$ cat src/rtl/mult_seq_param_if.sv
// mult_seq_param_if: request/result bundle for the sequential multiplier.
// The master side issues start/abort and operands; the slave side (the
// multiplier) returns busy, the done pulse and the product.
interface mult_seq_param_if #(
   parameter int WIDTH = 16
);
   logic                 start;
   logic                 signed_mode;
   logic                 abort;
   logic [WIDTH-1:0]     mult1;
   logic [WIDTH-1:0]     mult2;
   logic                 busy;
   logic                 done;
   logic [2*WIDTH-1:0]   produto;

   modport master (
      output start, signed_mode, abort, mult1, mult2,
      input  busy, done, produto
   );

   modport slave (
      input  start, signed_mode, abort, mult1, mult2,
      output busy, done, produto
   );
endinterface

$ cat src/rtl/mult_seq_param.sv
// mult_seq_param: parametrised shift-add multiplier, one multiplier bit per
// cycle, with signed/unsigned mode, start/busy/done handshake and abort.
// Operands are reduced to magnitudes on capture; the sign is restored in FIX.
// Optional feature macro: MULT_EARLY_EXIT_EN -- leaves RUN as soon as the
// remaining multiplier bits are all zero and right-aligns the accumulator.
module mult_seq_param #(
   parameter int WIDTH = 16
) (
   input logic               clk,
   input logic               rst_n,
   mult_seq_param_if.slave   bus
);
   localparam int CNT_W = $clog2(WIDTH + 1);

   typedef enum logic [1:0] {
      ST_IDLE = 2'd0,
      ST_RUN  = 2'd1,
      ST_FIX  = 2'd2
   } state_t;

   state_t                state_r;
   state_t                state_nxt_s;
   logic                  load_s;
   logic                  step_s;
   logic                  finish_s;
   logic                  last_iter_s;

   // {upper WIDTH+1 accumulator bits, WIDTH multiplier bits}
   logic [2*WIDTH:0]      comb_r;
   logic [2*WIDTH:0]      comb_step_s;
   logic [WIDTH:0]        sum_s;
   logic [WIDTH-1:0]      mcand_r;
   logic                  neg_r;
   logic [CNT_W-1:0]      cnt_r;
   logic [2*WIDTH-1:0]    prod_s;
   logic [2*WIDTH-1:0]    result_s;

   logic                  busy_r;
   logic                  done_r;
   logic [2*WIDTH-1:0]    produto_r;

`ifdef MULT_EARLY_EXIT_EN
   logic [WIDTH-1:0]      mrem_r;
   logic [CNT_W-1:0]      shamt_s;
`endif

   // Two's-complement magnitude; the most negative value maps to 2^(WIDTH-1).
   function automatic logic [WIDTH-1:0] mag_f(input logic [WIDTH-1:0] v,
                                               input logic sm);
      if (sm && v[WIDTH-1]) begin
         mag_f = ~v + {{(WIDTH-1){1'b0}}, 1'b1};
      end else begin
         mag_f = v;
      end
   endfunction

   // Last-iteration detection: fixed count, or remaining bits exhausted.
   always_comb begin
      last_iter_s = (cnt_r == CNT_W'(WIDTH - 1));
`ifdef MULT_EARLY_EXIT_EN
      if ((mrem_r >> 1) == {WIDTH{1'b0}}) begin
         last_iter_s = 1'b1;
      end else begin
         last_iter_s = (cnt_r == CNT_W'(WIDTH - 1));
      end
`endif
   end

   // State register.
   always_ff @(posedge clk or negedge rst_n) begin
      if (!rst_n) begin
         state_r <= ST_IDLE;
      end else begin
         state_r <= state_nxt_s;
      end
   end

   // Next-state and datapath strobes; abort always wins.
   always_comb begin
      state_nxt_s = state_r;
      load_s      = 1'b0;
      step_s      = 1'b0;
      finish_s    = 1'b0;
      case (state_r)
         ST_IDLE: begin
            if (bus.abort) begin
               state_nxt_s = ST_IDLE;
            end else if (bus.start) begin
               load_s      = 1'b1;
               state_nxt_s = ST_RUN;
            end else begin
               state_nxt_s = ST_IDLE;
            end
         end
         ST_RUN: begin
            if (bus.abort) begin
               state_nxt_s = ST_IDLE;
            end else begin
               step_s = 1'b1;
               if (last_iter_s) begin
                  state_nxt_s = ST_FIX;
               end else begin
                  state_nxt_s = ST_RUN;
               end
            end
         end
         ST_FIX: begin
            if (bus.abort) begin
               state_nxt_s = ST_IDLE;
            end else begin
               finish_s    = 1'b1;
               state_nxt_s = ST_IDLE;
            end
         end
         default: begin
            state_nxt_s = ST_IDLE;
         end
      endcase
   end

   // One shift-add step: conditional add into the upper bits, then shift right.
   always_comb begin
      if (comb_r[0]) begin
         sum_s = comb_r[2*WIDTH:WIDTH] + {1'b0, mcand_r};
      end else begin
         sum_s = comb_r[2*WIDTH:WIDTH];
      end
      comb_step_s = {sum_s, comb_r[WIDTH-1:0]} >> 1;
   end

   // Product alignment and sign restoration for the FIX write.
   always_comb begin
`ifdef MULT_EARLY_EXIT_EN
      shamt_s = CNT_W'(WIDTH) - cnt_r;
      prod_s  = (2*WIDTH)'(comb_r >> shamt_s);
`else
      prod_s  = comb_r[2*WIDTH-1:0];
`endif
      if (neg_r) begin
         result_s = ~prod_s + {{(2*WIDTH-1){1'b0}}, 1'b1};
      end else begin
         result_s = prod_s;
      end
   end

   // Operand capture and iteration datapath.
   always_ff @(posedge clk or negedge rst_n) begin
      if (!rst_n) begin
         comb_r  <= {(2*WIDTH+1){1'b0}};
         mcand_r <= {WIDTH{1'b0}};
         neg_r   <= 1'b0;
         cnt_r   <= {CNT_W{1'b0}};
`ifdef MULT_EARLY_EXIT_EN
         mrem_r  <= {WIDTH{1'b0}};
`endif
      end else if (load_s) begin
         comb_r  <= {{(WIDTH+1){1'b0}}, mag_f(bus.mult2, bus.signed_mode)};
         mcand_r <= mag_f(bus.mult1, bus.signed_mode);
         neg_r   <= bus.signed_mode & (bus.mult1[WIDTH-1] ^ bus.mult2[WIDTH-1]);
         cnt_r   <= {CNT_W{1'b0}};
`ifdef MULT_EARLY_EXIT_EN
         mrem_r  <= mag_f(bus.mult2, bus.signed_mode);
`endif
      end else if (step_s) begin
         comb_r  <= comb_step_s;
         cnt_r   <= cnt_r + {{(CNT_W-1){1'b0}}, 1'b1};
`ifdef MULT_EARLY_EXIT_EN
         mrem_r  <= mrem_r >> 1;
`endif
      end
   end

   // Registered handshake outputs and product hold register.
   always_ff @(posedge clk or negedge rst_n) begin
      if (!rst_n) begin
         busy_r    <= 1'b0;
         done_r    <= 1'b0;
         produto_r <= {(2*WIDTH){1'b0}};
      end else begin
         busy_r <= (state_nxt_s != ST_IDLE);
         done_r <= finish_s;
         if (finish_s) begin
            produto_r <= result_s;
         end
      end
   end

   assign bus.busy    = busy_r;
   assign bus.done    = done_r;
   assign bus.produto = produto_r;
endmodule

$ cat src/flat_wrapper.sv
// flat-port wrapper written by rule: the top's interface ports become plain ports
module mult_seq_param_flat 
#(
   parameter int WIDTH = 16
)
  (clk, rst_n, bus_start, bus_signed_mode, bus_abort, bus_mult1, bus_mult2, bus_busy, bus_done, bus_produto);
  mult_seq_param_if #(.WIDTH(WIDTH)) bus_i ();
  input logic clk;
  input logic rst_n;
  input wire logic [$bits(bus_i.start)-1:0] bus_start;
  input wire logic [$bits(bus_i.signed_mode)-1:0] bus_signed_mode;
  input wire logic [$bits(bus_i.abort)-1:0] bus_abort;
  input wire logic [$bits(bus_i.mult1)-1:0] bus_mult1;
  input wire logic [$bits(bus_i.mult2)-1:0] bus_mult2;
  output wire logic [$bits(bus_i.busy)-1:0] bus_busy;
  output wire logic [$bits(bus_i.done)-1:0] bus_done;
  output wire logic [$bits(bus_i.produto)-1:0] bus_produto;
  assign bus_i.start = bus_start;
  assign bus_i.signed_mode = bus_signed_mode;
  assign bus_i.abort = bus_abort;
  assign bus_i.mult1 = bus_mult1;
  assign bus_i.mult2 = bus_mult2;
  assign bus_busy = bus_i.busy;
  assign bus_done = bus_i.done;
  assign bus_produto = bus_i.produto;
  mult_seq_param #(.WIDTH(WIDTH)) u_core (.clk(clk), .rst_n(rst_n), .bus(bus_i));
endmodule
$ cat config.mk
export PLATFORM = sky130hd
export DESIGN_NAME = mult_seq_param_flat
export DESIGN_NICKNAME = d
export VERILOG_FILES = /design/src/rtl/mult_seq_param_if.sv /design/src/rtl/mult_seq_param.sv /design/src/flat_wrapper.sv
export SDC_FILE = /design/constraint.sdc
export NUM_CORES = 1
export LEC_CHECK = 0
export BUFFER_PORTS_ARGS = -buffer_cell sky130_fd_sc_hd__buf_4
export CORE_UTILIZATION = 46
export CTS_BUF_LIST = sky130_fd_sc_hd__clkbuf_16
export DETAILED_ROUTE_END_ITERATION = 10
export GPL_ROUTABILITY_DRIVEN = 0
export PLACE_DENSITY = 0.66
export SYNTH_ARGS = -nofsm -noshare
export SYNTH_HDL_FRONTEND = slang
export SYNTH_SLANG_ARGS = --single-unit
$ cat constraint.sdc
create_clock -name clk -period 4.01 [get_ports clk]
set_input_delay 0.401 -clock clk [delete_from_list [all_inputs] [get_ports clk]]
set_output_delay 0.401 -clock clk [all_outputs]
set_load 0.01 [all_outputs]
==> results of run 1 <==
metal layers:
metal,up-vias,track usage,wire length [um]
li1,2296,-,-
met1,2188,0.3201,6419
met2,127,0.3321,5939
met3,13,0.03212,532
met4,0,0.09189,178
met5,-,0,0
placed cells by master (no fill, tap or decap), drive strengths merged, types with 7 or more instances in the layout:
master,count
inv,17
mux2i,7
nor4,8
xor2,39
nor3,10
clkbuf,9
a21oi,56
ha,21
o31ai,10
dfrtp,90
nor2,57
nand2,60
o41ai,8
a22oi,20
buf,77
nand3,11
o21ai,61
xnor2,33
worst max-delay path by stage:
stage               cells after the start                            end                           from
floorplan                               7  u_core.comb_r[30]$_DFFE_PN0P_  u_core.comb_r[20]$_DFFE_PN0P_
global placement                        6  u_core.comb_r[29]$_DFFE_PN0P_  u_core.comb_r[29]$_DFFE_PN0P_
detailed placement                      7  u_core.comb_r[29]$_DFFE_PN0P_                      bus_abort
CTS                                     7  u_core.comb_r[30]$_DFFE_PN0P_  u_core.comb_r[20]$_DFFE_PN0P_
global route                            7  u_core.comb_r[30]$_DFFE_PN0P_  u_core.comb_r[20]$_DFFE_PN0P_
finish                                  6  u_core.comb_r[29]$_DFFE_PN0P_  u_core.comb_r[29]$_DFFE_PN0P_
state kept, by name, indices dropped and copies added (netlist names):
| register | cells |
|---|---|
| u_core.bus.produto | 32 |
| u_core.comb_r | 32 |
| u_core.mcand_r | 16 |
| u_core.cnt_r | 5 |
| u_core.state_r | 2 |
| u_core.bus.busy | 1 |
| u_core.bus.done | 1 |
| u_core.neg_r | 1 |
power breakdown:
part           switching, mW  internal [mW]  leakage [nW]  total [mW]
clock network          0.346          0.476         0.146       0.823
registers              0.198           1.01          1.20        1.21
logic                  0.482          0.378          1.59       0.861
final cells by class:
| cell class | count | area (um2) |
|---|---|---|
| Clock buffer | 9 | 225.2 |
| Timing Repair Buffer | 77 | 578.1 |
| Clock inverter | 7 | 60.06 |
| Fill cell | 1008 | 5099 |
| Inverter | 15 | 56.30 |
| Multi-Input combinational cell | 474 | 3115 |
| Tap cell | 143 | 178.9 |
| Sequential cell | 90 | 2252 |
worst reg2reg max path, delay by kind of cell (launching register included):
family,cells,cell delay (ns)
DFF,1,0.48
AOI/OAI and AO/OA,5,1.44
adders and majority gates,1,0.41
cell usage after synthesis (all sizes together), types with 3 or more instances:
master   n  area [um2]
a31oi    6       37.54
clkbuf  31       117.6
or3      3       23.77
o21a     3       22.52
inv     15       56.30
nand4    6       52.55
xnor2   33       289.0
o31ai   10       93.84
nand2   60       225.2
dfrtp   90        2252
o41ai    8       88.84
nor4     8       86.33
ha      21       262.8
a22oi   20       150.1
nand3   11       55.05
or4      5       45.04
a21boi   4       30.03
nand2b   3       18.77
a211oi   4       30.03
o22ai    3       18.77
o21ai   61       305.3
and2     5       31.28
o211ai   3       22.52
mux2     3       33.78
nor2    57       214.0
a21oi   56       284.0
mux2i    7       70.07
and3     4       25.02
buf      3       11.26
xor2    39       341.6
nor3    10       55.05
cell families (layout without fill, tap and decap cells):
group	after synthesis	count (layout)	synth area share
compound gates	191	191	0.2164
simple gates	179	179	0.1605
flops	90	90	0.4062
xor+xnor	72	72	0.1137
buf+inv	49	108	0.03340
fa+ha+maj	22	22	0.05100
mux	10	10	0.01873
through the flow:
step / cell area (um2) / hold WS, ns
4_1_cts: 6466 / 0.1747
3_3_place_gp: 6181 / 0.4778
5_1_grt: 6466 / 0.2142
2_1_floorplan: 5544 / 0.1054
3_5_place_dp: 6181 / 0.4865
6_report: 6466 / 0.1408
==> results.cfg, run 1 <==
[route]
drc = 6
vias = 4624
via_per_inst = 5.674
postRouteAntennaNets = 0
wire_per_inst_um = 16.04
routed_wl_mm = 13.07
drt-initial-drc-count = 276
dr.pass1.iters = 8

[cts]
post_cts_buffers = 0
cts_buffer_depth = 2
htreeDepth = 3
cts-resized-gates = 0
root_buffer = clkbuf_16
cts_buffers = 9
path_clk_slew_ns = 0.06
hold_buffers = 0
insertion_delay_ns = 0.34
cts_tree = yes
clock-sinks = 90

[synth]
syn_inst = 613
ys_warn_count = 0
synth_edf_count = 0
synth_fp_nets = 672
syn_avg_cell_area_um2 = 9.044
synthDistinctLibCells = 60
seq_area_frac_synth = 0.4062
ys_ff_latch = 90
syn_area_um2 = 5544
synthArstFlopShare = 1.000
ys.flop_type = dfrtp_1

[placement]
dp_slack_ns = 1.690
dp_cells = 799
port_buffers = 70
dp_hpwl_mm = 9.731

[critical_path]
crit_fanout = 6
path_delay_family = compound AO/OA/AOI/OAI gates
regToRegStartpoint = u_core.comb_r[29]$_DFFE_PN0P_
crit_path_end_kind = flop
reg2reg_depth = 6
crit_path_start_kind = flop
critical_path_class = reg2reg
max_stage_delay_ns = 0.71
r2r-end = u_core.comb_r[29]$_DFFE_PN0P_
path_cells = ha_1, a21oi_1, o21ai_0, a2111oi_0, o21a_1, a21oi_1
timing.critical_path.mode_cell = a21oi_1
worst-r2r-setup-slack_ns = 1.58
required_ns = 4.23
cpMaxStageDelayCell = a2111oi_0
crit_buf_inv = 0
cp.arrival_ns = 2.66

[power]
power_density_nw_per_um2 = 447.2
power_leakage_nw = 2.931
total_power_mw = 2.891
peakVddDrop_uv = 184.4

[sta]
period_minus_slack_ns = 2.433
fin_setup_tns_ns = 0
finalCritPeriodShare = 0.6067
setup_slack_ns = 1.577
max-slew-margin-rel = 0.4397
hold_viol = 0
rsz0062_at_grt = false
slew_violations = 0
clock.fmax_mhz = 411.0
finClkSkew_ns = 0.003383
tightestPinTransition_ns = 0.8383
setup_viol = 0

[die]
die_area_um2 = 12500
io_pins = 71
rows = 39
core_um2 = 11560
die_x_um = 111.8
initial_core_util = 0.4794
dieHeight_um = 111.8

[global_route]
grt_pass1_wl_mm = 21.96
antenna_found_initial = 0
grt_usage = 0.2215
grt_pass1_vias = 4355
grt_overflow = 0
grt_max_degree = 63

[worst_hold_path]
min_path_type = in2async

[finish]
syn2layout_area_growth_pct = 16.63
post-route-util = 0.5591
drive_above_1_share = 0.1607
nNetsFinal = 726
fin_cells = 815
antennaDiodeCount = 0

[job]
cap_violations = 0

[run_status]
failed_checks = DRC
outcome = finished, violations left
Note: power is estimated with default switching activity, not from simulation.
==> run 2, diff against run 1 <==
ABC_AREA = 1   (was unset)
PLACE_DENSITY = 0.65   (was 0.66)
clock period = 2.5 ns   (was 4.01 ns; I/O delays follow)
==> run 2 against run 1 <==
Net effect: the run now ends clean; synthesized cell count up 54%; flip-flop and latch count unchanged; area after synthesis rose by 14%; critical path depth increased by 5; register-to-register slack got worse by 1.0 ns; via count increased by 31%; sequential power grew 66%; clock skew is 0.0054 ns higher; total power rose by 98%; final area rose by 13%; worst hold slack better by 0.016 ns.
==> results.cfg, run 2 <==
[run_status]
outcome = finished, final reports clean

[power]
pwr-share-comb = 0.390
p_sw_frac = 0.4136
power_density_nw_per_um2 = 785.1
p_seq_frac = 0.351
p_clk_frac = 0.259
switching_power_mw = 2.371
peakVddDrop_uv = 445.6
power_leakage_nw = 3.855
internal_power_mw = 3.362

[sta]
hold_viol = 0
setup_viol = 0
fin_setup_tns_ns = 0
period_minus_slack_ns = 1.957
setup_slack_ns = 0.5430
rsz0062_at_grt = false
tightestPinTransition_ns = 0.7176
clock.fmax_mhz = 511.0
max-slew-margin-rel = 0.5209
slew_violations = 0
finClkSkew_ns = 0.008815
finalCritPeriodShare = 0.7828

[synth]
synth_edf_count = 0
syn_avg_cell_area_um2 = 6.693
syn_inst = 942
synth_area_leaders = dfrtp_1, nand2_1, nand3_1
synth.largest_area_cell = dfrtp_1
synthArstFlopShare = 1.000
ys_top_cells_by_count = nand2_1, inv_1, nand3_1, dfrtp_1, nor2_1
ys_ff_latch = 90
yosys.cell_count.top_type = nand2_1
syn_area_um2 = 6305
synth_fp_nets = 1001
ys_warn_count = 0
seq_area_frac_synth = 0.3572
synth_top_cell_area_share = 0.3572
ys.flop_type = dfrtp_1
synthDistinctLibCells = 40

[cts]
hold_buffers = 1
path_clk_slew_ns = 0.07
htreeDepth = 3
cts_tree = yes
clock-sinks = 90
cts_buffer_depth = 2
post_cts_buffers = 0
root_buffer = clkbuf_16
cts-resized-gates = 0
insertion_delay_ns = 0.36
cts_buffers = 9

[finish]
drive_above_1_share = 0.1161
multi_input_area_um2 = 3472
seq_area_um2 = 2252
fill_cells = 1335
mostFrequentLayoutCell = nand2_1
final_cell_mix = nand2_1, inv_1, nand3_1
syn2layout_area_growth_pct = 15.84
antennaDiodeCount = 0
nNetsFinal = 1063

[worst_hold_path]
min_path_type = in2reg
hp-start = bus_mult1[14]

[die]
dieHeight_um = 119.1
die_x_um = 119.1
initial_core_util = 0.4742
core_um2 = 13300
io_pins = 71
die_area_um2 = 14180
rows = 42

[global_route]
grt_usage = 0.2359
grt_pass1_vias = 5406
grt_max_degree = 51
grt_overflow = 0
grt_pass1_wl_mm = 26.82
antenna_found_initial = 0

[route]
routed_wl_mm = 15.91
postRouteAntennaNets = 0
vias = 6042
via_per_inst = 5.103
drt-initial-drc-count = 432
wire_per_inst_um = 13.43
drc = 0
dr.pass1.iters = 5

[placement]
port_buffers = 70
dp_hpwl_mm = 12.13
dp_slack_ns = 0.5715

[critical_path]
crit_start = u_core.comb_r[16]$_DFFE_PN0P_
critical_path_class = reg2reg
crit_fanout = 4
crit_path_end_kind = flop
regToRegStartpoint = u_core.comb_r[16]$_DFFE_PN0P_
crit_path_start_kind = flop
cp.arrival_ns = 2.25
required_ns = 2.79

[job]
cap_violations = 0
## run 2: logic make-up (layout without fill, tap and decap cells)
logic type / after synthesis / after routing / share of synthesized area
adders and majority gates: 22 / 22 / 0.04485
DFF: 90 / 90 / 0.3572
xor gates and xnor gates: 28 / 28 / 0.03890
and+or+nand+nor: 528 / 528 / 0.3564
AOI/OAI and AO/OA: 129 / 129 / 0.1105
buffers and inverters: 145 / 211 / 0.09208
## run 2: final timing paths
kind	endpoint	cells past startpoint	slack, ns
setup / recovery	u_core.comb_r[23]$_DFFE_PN0P_	11	0.54
hold / removal	u_core.mcand_r[14]$_DFFE_PN0P_	4	0.16
max in group asynchronous	u_core.mcand_r[10]$_DFFE_PN0P_	3	1.44
min in group asynchronous	u_core.bus.produto[28]$_DFFE_PN0P_	2	0.42
setup reg to reg	u_core.comb_r[23]$_DFFE_PN0P_	11	0.54
hold reg to reg	u_core.cnt_r[3]$_DFFE_PN0P_	1	0.46
## run 2: area by class of cell
class	count	area share
inverter	118	0.06065
sequential	90	0.3084
timing repair buffer	78	0.08223
clock inverter	6	0.01234
clock buffer	9	0.03084
multi-input combinational	707	0.4754
tap	176	0.03015
## run 2: critical path: stages (launching register included)
cell	delay, ns
dfrtp_1	0.43
ha_1	0.19
inv_1	0.05
fa_1	0.38
inv_1	0.10
nand3_1	0.11
nand3_1	0.12
a21oi_1	0.08
or2_2	0.27
nand3_1	0.07
nand2_1	0.05
nand2_1	0.05
## run 2: per-stage QoR
stage | hold WS (ns) | instance area, um2 | power [mW] | util | std cells
final | 0.1568 | 7303 | 5.734 | 0.5493 | 1184
after global routing | 0.1739 | 7303 | 6.175 | 0.5493 | 1184
after CTS | 0.1554 | 7303 | 5.738 | 0.5493 | 1184
after detailed placement | 0.2643 | 6978 | 4.236 | 0.5248 | 1168
after global placement | 0.2707 | 6978 | 4.220 | 0.5248 | 1168
after floorplan | -0.04559 | 6305 | 3.613 | - | 942
## run 2: routing by layer
metal  share of wire  vias up  GRT usage
met5               0        -          0
met4          0.0076        0    0.06329
met3           0.048        7    0.02826
met2            0.42      164     0.3499
met1            0.52     2702     0.3596
li1                -     3169          -
## run 2: power groups by stage
stage | clock, mW | combinational, mW | sequential, mW
2_1_floorplan | 0 | 1.69 | 1.92
3_3_place_gp | 0 | 2.20 | 2.02
3_5_place_dp | 0 | 2.21 | 2.02
4_1_cts | 1.51 | 2.23 | 2.00
5_1_grt | 1.58 | 2.56 | 2.04
6_report | 1.49 | 2.24 | 2.01
